File: src/rtl/pipe_stage_reg.sv
// rtl/pipe_stage_reg.sv - valid/ready pipeline stage register with flush, optional skid buffer and stall counter
//
// Ports:
//   clk_i        clock, all state on the rising edge
//   reset_i      asynchronous active-low reset
//   in_valid_i   upstream holds a valid item
//   in_ready_o   stage can accept this cycle
//   in_data_i    upstream payload (DATA_W)
//   in_ctrl_i    upstream control field (CTRL_W)
//   flush_i      synchronous kill of all held and incoming items
//   out_valid_o  stage presents a valid item
//   out_ready_i  downstream accepts this cycle
//   out_data_o   held payload (keeps last value when invalid)
//   out_ctrl_o   held control field, zero when out_valid_o is low
//   occupancy_o  number of items held (0..2)
//   stall_cnt_o  saturating count of back-pressured cycles
//   clr_stats_i  synchronous clear of stall_cnt_o

module pipe_stage_reg #(
    parameter int DATA_W = 128,
    parameter int CTRL_W = 16,
    parameter int SKID   = 1
) (
    input  logic              clk_i,
    input  logic              reset_i,
    input  logic              in_valid_i,
    output logic              in_ready_o,
    input  logic [DATA_W-1:0] in_data_i,
    input  logic [CTRL_W-1:0] in_ctrl_i,
    input  logic              flush_i,
    output logic              out_valid_o,
    input  logic              out_ready_i,
    output logic [DATA_W-1:0] out_data_o,
    output logic [CTRL_W-1:0] out_ctrl_o,
    output logic [1:0]        occupancy_o,
    output logic [15:0]       stall_cnt_o,
    input  logic              clr_stats_i
);

    typedef enum logic [1:0] {
        ST_EMPTY = 2'd0,
        ST_ONE   = 2'd1,
        ST_TWO   = 2'd2
    } state_t;

    logic              out_valid;
    logic [DATA_W-1:0] held_data;
    logic [CTRL_W-1:0] held_ctrl;
    logic [1:0]        occ;
    logic              push;
    logic              pop;
    logic [15:0]       stall_cnt_q;

    assign push = in_valid_i & in_ready_o;
    assign pop  = out_valid & out_ready_i;

    generate
        if (SKID == 0) begin : g_single
            logic              rst_done_q;
            logic              valid_q;
            logic [DATA_W-1:0] data_q;
            logic [CTRL_W-1:0] ctrl_q;

            // Holds in_ready_o low until the first edge after reset release.
            always_ff @(posedge clk_i or negedge reset_i) begin
                if (!reset_i) begin
                    rst_done_q <= 1'b0;
                end else begin
                    rst_done_q <= 1'b1;
                end
            end

            assign in_ready_o = rst_done_q & (~valid_q | out_ready_i);

            always_ff @(posedge clk_i or negedge reset_i) begin
                if (!reset_i) begin
                    valid_q <= 1'b0;
                    data_q  <= '0;
                    ctrl_q  <= '0;
                end else if (flush_i) begin
                    valid_q <= 1'b0;
                    ctrl_q  <= '0;
                end else if (push) begin
                    valid_q <= 1'b1;
                    data_q  <= in_data_i;
                    ctrl_q  <= in_ctrl_i;
                end else if (pop) begin
                    valid_q <= 1'b0;
                end
            end

            assign out_valid = valid_q;
            assign held_data = data_q;
            assign held_ctrl = ctrl_q;
            assign occ       = {1'b0, valid_q};
        end else begin : g_skid
            state_t            state_q;
            state_t            state_d;
            logic              ready_q;
            logic              load_main;
            logic              load_skid;
            logic              skid_to_main;
            logic [DATA_W-1:0] main_data_q;
            logic [CTRL_W-1:0] main_ctrl_q;
            logic [DATA_W-1:0] skid_data_q;
            logic [CTRL_W-1:0] skid_ctrl_q;

            // in_ready_o is registered from the next state so that nothing on
            // the output side reaches it combinationally.
            always_ff @(posedge clk_i or negedge reset_i) begin
                if (!reset_i) begin
                    state_q <= ST_EMPTY;
                    ready_q <= 1'b0;
                end else begin
                    state_q <= state_d;
                    ready_q <= (state_d != ST_TWO);
                end
            end

            always_comb begin
                state_d      = state_q;
                load_main    = 1'b0;
                load_skid    = 1'b0;
                skid_to_main = 1'b0;
                case (state_q)
                    ST_EMPTY: begin
                        if (push) begin
                            load_main = 1'b1;
                            state_d   = ST_ONE;
                        end
                    end
                    ST_ONE: begin
                        if (push && !pop) begin
                            load_skid = 1'b1;
                            state_d   = ST_TWO;
                        end else if (push && pop) begin
                            load_main = 1'b1;
                        end else if (pop) begin
                            state_d = ST_EMPTY;
                        end
                    end
                    ST_TWO: begin
                        if (pop) begin
                            skid_to_main = 1'b1;
                            state_d      = ST_ONE;
                        end
                    end
                    default: begin
                        state_d = ST_EMPTY;
                    end
                endcase
                // Flush overrides everything; a same-cycle pop has already
                // been seen downstream, a same-cycle push is dropped.
                if (flush_i) begin
                    state_d      = ST_EMPTY;
                    load_main    = 1'b0;
                    load_skid    = 1'b0;
                    skid_to_main = 1'b0;
                end
            end

            always_ff @(posedge clk_i or negedge reset_i) begin
                if (!reset_i) begin
                    main_data_q <= '0;
                    main_ctrl_q <= '0;
                    skid_data_q <= '0;
                    skid_ctrl_q <= '0;
                end else if (flush_i) begin
                    main_ctrl_q <= '0;
                    skid_ctrl_q <= '0;
                end else begin
                    if (load_main) begin
                        main_data_q <= in_data_i;
                        main_ctrl_q <= in_ctrl_i;
                    end else if (skid_to_main) begin
                        main_data_q <= skid_data_q;
                        main_ctrl_q <= skid_ctrl_q;
                    end
                    if (load_skid) begin
                        skid_data_q <= in_data_i;
                        skid_ctrl_q <= in_ctrl_i;
                    end
                end
            end

            assign in_ready_o = ready_q;
            assign out_valid  = (state_q != ST_EMPTY);
            assign held_data  = main_data_q;
            assign held_ctrl  = main_ctrl_q;
            assign occ        = state_q;
        end
    endgenerate

    // Clear beats a coincident increment; flush leaves the count alone.
    always_ff @(posedge clk_i or negedge reset_i) begin
        if (!reset_i) begin
            stall_cnt_q <= 16'd0;
        end else if (clr_stats_i) begin
            stall_cnt_q <= 16'd0;
        end else if (out_valid && !out_ready_i && (stall_cnt_q != 16'hFFFF)) begin
            stall_cnt_q <= stall_cnt_q + 16'd1;
        end
    end

    assign out_valid_o = out_valid;
    assign out_data_o  = held_data;
    assign out_ctrl_o  = out_valid ? held_ctrl : '0;
    assign occupancy_o = occ;
    assign stall_cnt_o = stall_cnt_q;

endmodule

File: config.mk
export PLATFORM = sky130hd
export DESIGN_NAME = pipe_stage_reg
export DESIGN_NICKNAME = d
export VERILOG_FILES = /design/src/rtl/pipe_stage_reg.sv
export SDC_FILE = /design/constraint.sdc
export NUM_CORES = 1
export LEC_CHECK = 0
export ABC_AREA = 1
export BUFFER_PORTS_ARGS = -buffer_cell sky130_fd_sc_hd__clkbuf_2
export CORE_MARGIN = 10
export CORE_UTILIZATION = 40
export CTS_BUF_LIST = sky130_fd_sc_hd__clkbuf_4 sky130_fd_sc_hd__clkbuf_8
export CTS_CLUSTER_SIZE = 10
export DETAILED_ROUTE_END_ITERATION = 10
export PLACE_DENSITY = 0.67
export SKIP_CTS_REPAIR_TIMING = 1
export SLEW_MARGIN = 10
export SYNTH_ARGS = -nofsm -noshare
export SYNTH_HDL_FRONTEND = slang
export SYNTH_SLANG_ARGS = --single-unit
File: constraint.sdc
create_clock -name clk_i -period 2.44 [get_ports clk_i]
set_clock_uncertainty 0.2 [all_clocks]
set_input_delay 0 -clock clk_i [delete_from_list [all_inputs] [get_ports clk_i]]
set_output_delay 0 -clock clk_i [all_outputs]
set_load 0.005 [all_outputs]
==> results.py <==
metrics = {
    "status": {
        "outcome": "complete, but fails checks",
        "violations": "negative hold slack",
    },
    "sta": {
        "post-route-period-util_pct": 93.4,
        "final-max-slew-violation-count": 0,
        "period_needed_ns": 2.28,
        "rsz0062_at_grt": "false",
        "tns_ns": 0,
        "max_freq_ghz": 0.439,
        "hold_viol_final": 1,
        "slew_headroom_pct": 57.7,
        "fin_hold_ws_ns": -0.00561,
        "final.setup.worst_slack_ns": 0.160,
        "worstMarginPinSlew_ns": 0.634,
        "setup_violations": 0,
    },
    "global_routing": {
        "grt_start_max_net_pins": 125,
        "grt_pass1_wl_um": 60900,
        "track_usage_pct": 17.7,
        "grt_pass1_vias": 11500,
        "overflow": 0,
        "antenna_found_initial": 3,
    },
    "die": {
        "row_count": 66,
        "start_util_pct": 40.8,
        "core_um2": 32700,
        "dieArea_um2": 41100,
        "fp.dieH_um": 203,
        "io-pin-count": 314,
        "die_x_um": 203,
    },
    "synth": {
        "netlist_instances": 1469,
        "yosysTopAreaCell": "dfrtp_1",
        "synthTopCellsByCount": "nand2_1, dfrtp_1, inv_1, nand3_1, o211ai_1",
        "synth-seq-cells": 307,
        "syn_area_um2": 13400,
        "synthesis.nets": 1620,
        "synth_edf_count": 0,
        "synth.yosys.seq_area_share_pct": 57.5,
        "syn_avg_cell_area_um2": 9.09,
        "ys_types": 27,
        "synth-main-ff-cell": "dfrtp_1",
        "netlist.area_leader.share_pct": 57.5,
        "synth_area_leaders": "dfrtp_1, nand2_1, o211ai_1",
        "synth-async-reset-ratio_pct": 100,
        "synth.most_common_cell": "nand2_1",
        "ys_warn_count": 0,
    },
    "pwr": {
        "finalPower_uw": 14400,
        "powerDensity_nw_per_um2": 796,
        "power_leakage_uw": 0.00884,
        "peakVddDrop_mv": 0.438,
    },
    "detailed_routing": {
        "first_iter_violations": 752,
        "totalWireLength_um": 38800,
        "drtAntennaViolNets": 0,
        "firstDrtPassIters": 7,
        "drc": 0,
        "wl_per_cell_um": 16.1,
        "avgViaCountPerCell": 4.98,
        "vias": 12000,
    },
    "critical_path": {
        "worstSetupStartpointType": "flip-flop",
        "cp.required_ns": 2.69,
        "path_buf_inv": 2,
        "path_delay_family": "buffers and inverters",
        "reg2regPathDepth": 6,
        "path_max_fanout": 16,
        "crit_type": "flip-flop to flip-flop",
        "slowest_delay_ns": 0.58,
        "r2r_setup_slack_ns": 0.16,
        "path_common_cell": "nand2_1",
        "timing.rr.end": "g_skid.skid_ctrl_q[6]",
        "r2r-start": "occupancy_o[0]",
        "path_cells": "nand2_1 -> inv_2 -> nand2_1 -> nand2_1 -> o22ai_1 -> dlygate4sd3_1",
        "arrival_ns": 2.53,
        "critical-path-slowest-cell": "dlygate4sd3_1",
        "cp-end-kind": "flip-flop",
    },
    "min_path": {
        "hold_path_class": "input pin to flip-flop",
        "holdPathEnd": "g_skid.skid_data_q[95]",
        "min_from": "in_data_i[95]",
        "min_path_cells": 4,
    },
    "finish": {
        "drive_gt1_share_pct": 23.5,
        "final_cells": 2411,
        "areaGrowthSynthToFinish_pct": 35.3,
        "nets": 2074,
        "multi_input_area_um2": 4370,
        "regArea_um2": 7680,
        "n_fill_cell": 2864,
        "utilization_pct": 55.2,
    },
    "clock_tree": {
        "cts_buffer_depth": 3,
        "cts_tree": "built",
        "insertion_delay_ns": 0.56,
        "ctsHtreeMaxLevel": 2,
        "root_buffer": "clkbuf_8",
        "numCtsBuffers": 52,
        "cts.sinks": 307,
        "clkTransAtPathRegs_ns": 0.06,
    },
    "placed_design": {
        "port-buffer-count": 313,
        "gp_routability_congestion": 0.823,
        "dp_hpwl_um": 25000,
        "placed_cells": 2154,
        "dp_worst_setup_slack_ns": 0.454,
    },
    "flow_run": {
        "drv_cap": 0,
    },
}
## area by class of cell
type | count | share of cell area [%]
flip-flops and latches | 307 | 42.5
multi-input cells | 858 | 24.2
repair buffers | 494 | 19.2
clock buffers | 89 | 6.23
inverters | 210 | 4.40
well taps | 442 | 3.06
clock inverters | 6 | 0.332
diodes | 5 | 0.0693
## power by group
part	internal [µW]	total, µW	switching, µW
Sequential	6210	6690	487
Clock	2990	5030	2040
Combinational	1180	2660	1480
Total	10400	14400	4000
## layout by cell type (no fill, tap or decap), drive strengths merged, types with 6 or more instances in the layout
cell type,instances
xor2,6
nand3,143
clkbuf,401
nand2,321
nor2,58
o211ai,128
inv,210
nand4,14
a21oi,19
dlygate4sd3,157
dfrtp,307
o22ai,32
o21ai,132
buf,25
## per-layer routing
metal	wire length, µm	share of wire [%]	track usage, %
met4	695	1.8	4.16
met1	16600	43	23.2
met3	2920	7.5	5.48
met5	0	0	0
met2	18600	48	28.0
## cells by family after synthesis
family	Yosys count	synth area share, %
xor gates and xnor gates	6	0.394
and+or+nand+nor	537	17.2
buffers and inverters	304	9.86
DFF	307	57.5
AOI/OAI and AO/OA	314	14.9
adders and majority gates	1	0.0937
## registers in the layout (all words and copies together), names as in the netlist
name / flops
g_skid.main_ctrl_q: 16
g_skid.skid_ctrl_q: 16
g_skid.skid_data_q: 128
in_ready_o: 1
occupancy_o: 2
out_data_o: 128
stall_cnt_o: 16
## worst reg2reg max path, delay by kind of cell, from the launching register on
| kind | cells | cell delay [ns] |
|---|---|---|
| buffers and inverters | 2 | 0.70 |
| DFF | 1 | 0.47 |
| AOI/OAI and AO/OA | 1 | 0.13 |
| and+or+nand+nor | 3 | 0.68 |
## worst max-delay path by stage
stage                    from               endpoint  slack [ns]  cells after the start
6_report       occupancy_o[0]  g_skid.skid_ctrl_q[6]        0.16                      6
5_1_grt        occupancy_o[0]  g_skid.skid_ctrl_q[6]        0.04                      6
4_1_cts        occupancy_o[1]         out_data_o[14]        0.45                      6
3_5_place_dp   occupancy_o[1]         out_data_o[14]        0.45                      6
3_3_place_gp   occupancy_o[1]         out_data_o[31]        0.51                      6
2_1_floorplan  stall_cnt_o[0]        stall_cnt_o[13]        0.71                     10
## stage by stage
stage               hold WS (ns)  cell area (µm²)
finish                  -0.00561            18100
global route             0.00286            18100
CTS                       -0.813            16500
detailed placement        -0.196            15300
global placement          -0.201            15300
floorplan                 -0.496            13400
Power figures use the tool's default switching activity.
